### src/rtl/stage_fetch.sv
// Instruction fetch stage: owns the PC, issues credit-limited in-order imem requests,
// buffers returned words for decode, and on redirect flushes and discards stale responses.
module stage_fetch #(
  parameter logic [31:0] RESET_PC  = 32'h0000_0000,
  parameter int          BUF_DEPTH = 2
) (
  input  logic        clk,
  input  logic        rst,
  output logic        imem_req,
  output logic [31:0] imem_addr,
  input  logic        imem_gnt,
  input  logic        imem_rvalid,
  input  logic [31:0] imem_rdata,
  input  logic        redirect,
  input  logic [31:0] redirect_pc,
  input  logic        stall,
  output logic [31:0] fetch_instr,
  output logic [31:0] fetch_instr_addr,
  output logic        fetch_valid
);

  localparam int              PW       = (BUF_DEPTH > 1) ? $clog2(BUF_DEPTH) : 1;
  localparam int              CW       = $clog2(BUF_DEPTH + 1);
  localparam logic [CW:0]     DEPTH_C  = (CW + 1)'(BUF_DEPTH);
  localparam logic [PW-1:0]   LAST_PTR = PW'(BUF_DEPTH - 1);
  localparam logic [31:0]     NOP      = 32'h0000_0013;

  logic [31:0]   r_pc;
  logic [CW-1:0] r_inflight;
  logic [CW-1:0] r_discard;
  logic [CW-1:0] r_qCount;
  logic [PW-1:0] r_aWr;
  logic [PW-1:0] r_aRd;
  logic [PW-1:0] r_qWr;
  logic [PW-1:0] r_qRd;
  logic [31:0]   r_aFifo  [BUF_DEPTH];
  logic [31:0]   r_qAddr  [BUF_DEPTH];
  logic [31:0]   r_qInstr [BUF_DEPTH];

  logic          w_pop;
  logic [CW:0]   w_used;
  logic          w_accept;
  logic          w_rsp;
  logic          w_drop;
  logic          w_keep;

  function automatic logic [PW-1:0] nextPtr(input logic [PW-1:0] p);
    return (p == LAST_PTR) ? '0 : p + PW'(1);
  endfunction

  // A slot being popped this cycle is already free, so streaming keeps one word per cycle.
  always_comb begin
    w_pop    = (r_qCount != '0) && !stall;
    w_used   = {1'b0, r_inflight} + {1'b0, r_qCount} - (CW + 1)'(w_pop);
    imem_req = rst && !redirect && (w_used < DEPTH_C);
    w_accept = imem_req && imem_gnt;
    w_rsp    = imem_rvalid && (r_inflight != '0);
    w_drop   = w_rsp && (redirect || (r_discard != '0));
    w_keep   = w_rsp && !w_drop;
  end

  assign imem_addr        = r_pc;
  assign fetch_valid      = (r_qCount != '0);
  assign fetch_instr      = fetch_valid ? r_qInstr[r_qRd] : NOP;
  assign fetch_instr_addr = fetch_valid ? r_qAddr[r_qRd]  : '0;

  // Everything still outstanding at a redirect is stale and must be swallowed on return.
  always_ff @(posedge clk or negedge rst) begin
    if (!rst) begin
      r_pc       <= RESET_PC;
      r_inflight <= '0;
      r_discard  <= '0;
    end else if (redirect) begin
      r_pc       <= {redirect_pc[31:2], 2'b00};
      r_inflight <= r_inflight - CW'(w_rsp);
      r_discard  <= r_inflight - CW'(w_rsp);
    end else begin
      if (w_accept) r_pc <= r_pc + 32'd4;
      r_inflight <= r_inflight + CW'(w_accept) - CW'(w_rsp);
      r_discard  <= r_discard - CW'(w_drop);
    end
  end

  always_ff @(posedge clk or negedge rst) begin
    if (!rst) begin
      r_aWr    <= '0;
      r_aRd    <= '0;
      r_qWr    <= '0;
      r_qRd    <= '0;
      r_qCount <= '0;
    end else if (redirect) begin
      r_aWr    <= '0;
      r_aRd    <= '0;
      r_qWr    <= '0;
      r_qRd    <= '0;
      r_qCount <= '0;
    end else begin
      if (w_accept) r_aWr <= nextPtr(r_aWr);
      if (w_keep) begin
        r_aRd <= nextPtr(r_aRd);
        r_qWr <= nextPtr(r_qWr);
      end
      if (w_pop) r_qRd <= nextPtr(r_qRd);
      r_qCount <= r_qCount + CW'(w_keep) - CW'(w_pop);
    end
  end

  // Storage needs no reset: contents are only observed through the counted pointers.
  always_ff @(posedge clk) begin
    if (w_accept) r_aFifo[r_aWr] <= r_pc;
    if (w_keep) begin
      r_qAddr[r_qWr]  <= r_aFifo[r_aRd];
      r_qInstr[r_qWr] <= imem_rdata;
    end
  end

endmodule

### config.mk
export PLATFORM = sky130hd
export DESIGN_NAME = stage_fetch
export DESIGN_NICKNAME = d
export VERILOG_FILES = /design/src/rtl/stage_fetch.sv
export SDC_FILE = /design/constraint.sdc
export NUM_CORES = 1
export LEC_CHECK = 0
export CAP_MARGIN = 25
export CORE_MARGIN = 5
export CORE_UTILIZATION = 49
export CTS_BUF_LIST = sky130_fd_sc_hd__clkbuf_8
export DETAILED_ROUTE_END_ITERATION = 10
export PLACE_DENSITY_LB_ADDON = 0.25
export SLEW_MARGIN = 0
export SYNTH_ARGS = -nofsm -noshare
export SYNTH_HDL_FRONTEND = slang
export SYNTH_SLANG_ARGS = --single-unit
export TNS_END_PERCENT = 30
### constraint.sdc
create_clock -name clk -period 3.88 [get_ports clk]
set_input_delay 0.776 -clock clk [delete_from_list [all_inputs] [get_ports clk]]
set_output_delay 0.776 -clock clk [all_outputs]
set_load 0.05 [all_outputs]
==> results.sh, run 1 <==
export IMPL_dp_cells=1024
export IMPL_final_cells=1092
export IMPL_cts_made_buffers=37
export IMPL_r2r_start="r_qCount[0]"
export IMPL_dieWidth_um=148
export IMPL_synth_cells=643
export IMPL_drt_total_wl_mm=20.5
export IMPL_num_rows=50
export IMPL_pin_count=168
export IMPL_setup_tns_ns=0
export IMPL_status="completed"
export IMPL_hold_class="primary input to async pin"
export IMPL_holdBufCountCts=0
export IMPL_nets=910
export IMPL_setup_violations_final=0
export IMPL_ir_worst_vdd_v=0.000491
export IMPL_slew_violations=0
export IMPL_ant_nets=0
export IMPL_die_h_um=148
export IMPL_grt_pass1_vias=6278
export IMPL_core_area_sq_um=18700
export IMPL_grt_ovfl_total=0
export IMPL_synth_top_area_cell="edfxtp_1"
export IMPL_grt_usage=0.190
export IMPL_synth_edff_count=184
export IMPL_synth_top_cells_by_area="edfxtp_1 (59%), dfrtp_1 (11%), mux2i_1 (7.3%), mux2_2 (3.6%), nor2_1 (3.4%)"
export IMPL_grt_max_degree=61
export IMPL_clock_path_buffers=3
export IMPL_postCtsSetupRepairBufs=0
export IMPL_fin_util=0.642
export IMPL_startpoint_type="primary input"
export IMPL_relSlewSlack=0.527
export IMPL_num_antenna_cells=0
export IMPL_rrSetupSlack_ns=0.81
export IMPL_endpoint="imem_req"
export IMPL_synthFlopType="edfxtp_1"
export IMPL_cp_max_fo=4
export IMPL_max_cap_violations=0
export IMPL_cts_tree="done"
export IMPL_avgSynthCellArea_sq_um=14.5
export IMPL_clock_skew_ns=0.0271
export IMPL_dieArea_sq_um=21800
export IMPL_synthArstFlopShare=0.179
export IMPL_cts_sinks=224
export IMPL_drt_iter0_markers=278
export IMPL_ys_warn_count=0
export IMPL_start_util=0.497
export IMPL_tightest_slew_ns=0.708
export IMPL_r2r_cells=11
export IMPL_drc=0
export IMPL_nFillCells=1343
export IMPL_final_area_sq_um=12000
export IMPL_htree_levels=2
export IMPL_placed_area_sq_um=11300
export IMPL_drive_gt1_frac=0.129
export IMPL_synth_top_area_frac=0.594
export IMPL_regArea_sq_um=6530
export IMPL_critPathLaunch="stall"
export IMPL_clock_latency_ns=0.53
export IMPL_syn_to_final_growth_pct=29.1
export IMPL_wire_per_inst_um=18.8
export IMPL_finalCritPeriodShare=0.938
export IMPL_timing_rr_end="imem_addr[23]"
export IMPL_rsz0062_at_grt="false"
export IMPL_hpwl_mm=13.7
export IMPL_fin_crit_ns=3.64
export IMPL_end_kind="output pin"
export IMPL_drt_first_pass_iters=5
export IMPL_grt_pass1_wl_mm=32.9
export IMPL_ys_seq_elements=224
export IMPL_antenna_found_initial=0
export IMPL_clock_tree_root_cell="clkbuf_8"
export IMPL_hold_viol=0
export IMPL_ctsResizeCount=0
export IMPL_multi_input_area_sq_um=2600
export IMPL_path_class="primary input to output pin"
export IMPL_p_per_area_nw_per_um2=704
export IMPL_syn_cell_area_sq_um=9300
export IMPL_clk_pin_slew_worst_paths_ns=0.05
export IMPL_seq_area_frac_synth=0.702
export IMPL_numPortBuffers=161
export IMPL_routabilityCongestion=0.871
export IMPL_leakagePower_uw=0.00419
export IMPL_arrival_ns=2.86
export IMPL_max_freq_mhz=275
export IMPL_viasPerCell=5.44
export IMPL_vias=5941
export IMPL_critPathRequiredTime_ns=3.10
export IMPL_synth_distinct_cells=49
layer usage:
| layer | GRT usage | routed length (um) |
|---|---|---|
| met5 | 0 | 0 |
| met3 | 0.0469 | 1510 |
| met2 | 0.317 | 9910 |
| met1 | 0.235 | 8310 |
| met4 | 0.0853 | 752 |
worst min path at each step:
stage	cells past startpoint	start	end	slack [ns]
global route	1	rst	imem_addr[7]	0.23
CTS	1	rst	imem_addr[6]	0.21
finish	1	rst	imem_addr[6]	0.22
floorplan	0	rst	imem_addr[10]	0.48
detailed placement	1	r_qWr	r_qWr	0.54
global placement	1	r_qWr	r_qWr	0.54
cells in the mapped netlist, types with 3 or more instances:
cell,number
xnor2_1,7
dfrtp_1,40
edfxtp_1,184
a31oi_1,4
nand2b_1,4
mux2i_1,68
ha_1,9
a21o_1,5
a221o_1,5
o311ai_0,7
inv_1,13
nor2b_1,6
or3_1,3
o21ai_0,19
a21oi_1,6
mux2_2,30
nor3_1,7
nand4_1,12
buf_2,10
nand2_1,45
o211ai_1,8
buf_4,4
clkbuf_1,17
nand3b_1,3
nand3_1,16
nor2_1,84
flip-flops by register name (all words and copies together) (netlist names), 2 cells and up:
signal      flops
r_qCount        2
r_inflight      2
imem_addr      30
r_aFifo        60
r_qInstr       64
r_qAddr        60
r_discard       2
layout by cell type (no fill, tap or decap), types with 5 or more instances in the layout:
cell type / Yosys / routed
o311ai_0: 7 / 7
clkinv_2: 0 / 6
nand2_1: 45 / 45
nor2_1: 84 / 81
ha_1: 9 / 9
nand3_1: 16 / 16
clkinv_1: 0 / 5
mux2i_1: 68 / 68
xnor2_1: 7 / 7
o211ai_1: 8 / 8
nor3_1: 7 / 7
a221o_1: 5 / 5
buf_12: 0 / 7
nand4_1: 12 / 12
clkbuf_8: 0 / 43
a21o_1: 5 / 5
o21ai_0: 19 / 19
mux2_2: 30 / 30
dfrtp_1: 40 / 39
nor2b_1: 6 / 6
inv_1: 13 / 24
buf_4: 4 / 11
a21oi_1: 6 / 6
clkdlybuf4s50_1: 0 / 158
edfxtp_1: 184 / 184
through the flow:
stage          hold WS, ns  total power [uW]  worst slack [ns]
6_report             0.223              8450             0.241
3_5_place_dp         0.544              6550           -0.0132
2_1_floorplan        0.480              5390            -0.313
4_1_cts              0.206              8540             0.226
3_3_place_gp         0.535              6460             0.138
5_1_grt              0.231              8870             0.103
kinds of logic after synthesis:
logic type / synth area share
flops: 0.702
simple gates: 0.0966
mux: 0.110
compound gates: 0.0470
buf+inv: 0.0215
fa+ha+maj: 0.0143
xor+xnor: 0.00848
other cells: 0.000403
final cells by class:
cell class,count,share of cell area
clock inverters,24,0.0106
inverters,13,0.00407
repair buffers,178,0.151
well taps,234,0.0244
flip-flops and latches,224,0.544
multi-input cells,376,0.216
clock buffers,43,0.0493
worst max-delay path, cell delays in order:
cell	delay, ns
clkdlybuf4s50_1	0.41
nor2_1	0.15
ha_1	0.24
nand2b_1	0.16
fa_1	0.38
xnor2_1	0.19
nor3_1	0.36
buf_12	0.19
report_power, final:
part / total [uW] / internal, uW / switching [uW] / leakage (uW)
registers: 3170 / 2920 / 249 / 0.00216
logic: 3310 / 1160 / 2150 / 0.00162
clock network: 1970 / 1080 / 895 / 0.000413
total: 8450 / 5160 / 3290 / 0.00419
Note: power is estimated with default switching activity, not from simulation.
==> inputs of run 2 (changes only) <==
Settings changed: CTS_CLUSTER_DIAMETER set to 80, RECOVER_POWER set to 25.
==> results.sh, run 2 (synthesis results as in run 1) <==
export IMPL_grt_pass1_wl_mm=32.9
export IMPL_finalCritPeriodShare=0.938
export IMPL_cp_max_fo=4
export IMPL_whs_ns=0.498
export IMPL_hold_class="primary input to async pin"
export IMPL_p_per_area_nw_per_um2=703
export IMPL_relSlewSlack=0.180
export IMPL_arrival_ns=2.86
export IMPL_final_area_sq_um=12000
export IMPL_drive_gt1_frac=0.128
export IMPL_seq_power_share=0.375
export IMPL_final_cell_mix="edfxtp_1 (184), clkdlybuf4s50_1 (129), nor2_1 (81)"
export IMPL_status="completed"
export IMPL_cts_sinks=224
export IMPL_cts_made_buffers=37
export IMPL_total_power_uw=8440
export IMPL_max_freq_mhz=275
export IMPL_postCtsSetupRepairBufs=0
export IMPL_drc=0
export IMPL_critPathRequiredTime_ns=3.10
export IMPL_ir_worst_vdd_v=0.000491
export IMPL_hold_viol=0
export IMPL_r2r_start="r_qCount[0]"
export IMPL_nets=910
export IMPL_holdBufCountCts=0
export IMPL_syn_to_final_growth_pct=29.1
export IMPL_htree_levels=2
export IMPL_die_h_um=148
export IMPL_antenna_found_initial=0
export IMPL_clock_tree_root_cell="clkbuf_8"
export IMPL_pin_count=168
export IMPL_timing_rr_end="imem_addr[23]"
export IMPL_setup_violations_final=0
export IMPL_p_int_uw=5150
export IMPL_end_kind="output pin"
export IMPL_largest_register_ffs=64
export IMPL_placed_area_sq_um=11300
export IMPL_wire_per_inst_um=18.8
export IMPL_cts_tree="done"
export IMPL_grt_max_degree=61
export IMPL_max_cap_violations=0
export IMPL_rrSetupSlack_ns=0.78
export IMPL_hpwl_mm=13.7
export IMPL_num_rows=50
export IMPL_core_area_sq_um=18700
export IMPL_clock_path_buffers=3
export IMPL_vias=5941
export IMPL_final_common_cell="edfxtp_1"
export IMPL_startpoint_type="primary input"
export IMPL_leakagePower_uw=0.00419
export IMPL_pwr_share_comb=0.391
export IMPL_slew_violations=0
export IMPL_p_clk_frac=0.234
export IMPL_numPortBuffers=161
export IMPL_endpoint="imem_req"
export IMPL_start_util=0.497
export IMPL_max_flop_register="r_qInstr"
export IMPL_setup_tns_ns=0
export IMPL_routabilityCongestion=0.871
export IMPL_clock_latency_ns=0.53
export IMPL_drt_iter0_markers=272
export IMPL_dieArea_sq_um=21800
export IMPL_fin_crit_ns=3.64
export IMPL_drt_total_wl_mm=20.5
export IMPL_viasPerCell=5.44
export IMPL_dieWidth_um=148
export IMPL_reg_top3="r_qInstr: 64 flops, r_aFifo: 60 flops, r_qAddr: 60 flops"
export IMPL_switchingPower_uw=3290
export IMPL_r2r_cells=11
export IMPL_ctsResizeCount=0
export IMPL_clk_pin_slew_worst_paths_ns=0.05
export IMPL_critPathLaunch="stall"
export IMPL_grt_pass1_vias=6278
export IMPL_path_class="primary input to output pin"
export IMPL_grt_usage=0.190
export IMPL_ant_nets=0
export IMPL_tightest_slew_ns=1.23
export IMPL_clock_skew_ns=0.0256
export IMPL_grt_ovfl_total=0
export IMPL_drt_first_pass_iters=5
export IMPL_num_antenna_cells=0
export IMPL_sw_frac_of_total=0.390
export IMPL_rsz0062_at_grt="false"
run 2: cell count changes in the layout (fill, tap and decap cells not counted), sizes merged:
| cell | previous run | this run |
|---|---|---|
| clkdlybuf4s50 | 158 | 129 |
| clkbuf | 43 | 44 |
| buf | 20 | 19 |
| dlygate4sd3 | 0 | 29 |
run 2: metal layers:
metal	track usage	vias up	part of all wire
met5	0	-	0
met4	0.0853	0	0.038
met3	0.0469	49	0.076
met2	0.317	248	0.48
met1	0.235	2870	0.40
li1	-	2774	-
run 2: layout make-up:
cell class / instances / area (sq um)
Fill cell: 1343 / 6700
Multi-Input combinational cell: 376 / 2600
Timing Repair Buffer: 178 / 1810
Tap cell: 234 / 293
Clock inverter: 24 / 128
Clock buffer: 43 / 592
Sequential cell: 224 / 6530
Inverter: 13 / 48.8
run 2: worst max-delay path, stage by stage:
cell and delay (ns):
clkdlybuf4s50_1 0.41, nor2_1 0.15, ha_1 0.24, nand2b_1 0.16
fa_1 0.38, xnor2_1 0.19, nor3_1 0.36, buf_12 0.19
run 2: worst min-delay path by stage:
| stage | start | end | depth (start not counted) |
|---|---|---|---|
| floorplan | rst | imem_addr[10] | 0 |
| global placement | r_qWr | r_qWr | 1 |
| detailed placement | r_qWr | r_qWr | 1 |
| CTS | rst | imem_addr[6] | 1 |
| global route | rst | imem_addr[7] | 1 |
| finish | rst | imem_addr[6] | 1 |
run 2: power by group through the flow:
stage	Sequential [uW]	Clock, uW	Combinational (uW)
3_5_place_dp	3210	0	3330
5_1_grt	3200	2150	3520
4_1_cts	3170	2030	3350
2_1_floorplan	3270	0	2120
3_3_place_gp	3190	0	3270
6_report	3170	1970	3300
run 2: metrics by stage:
step | setup WS, ns | cells | util
after floorplan | -0.313 | 646 | -
after global placement | 0.138 | 1024 | 0.603
after detailed placement | -0.0132 | 1024 | 0.603
after CTS | 0.226 | 1091 | 0.641
after global routing | 0.103 | 1092 | 0.642
final | 0.242 | 1092 | 0.642
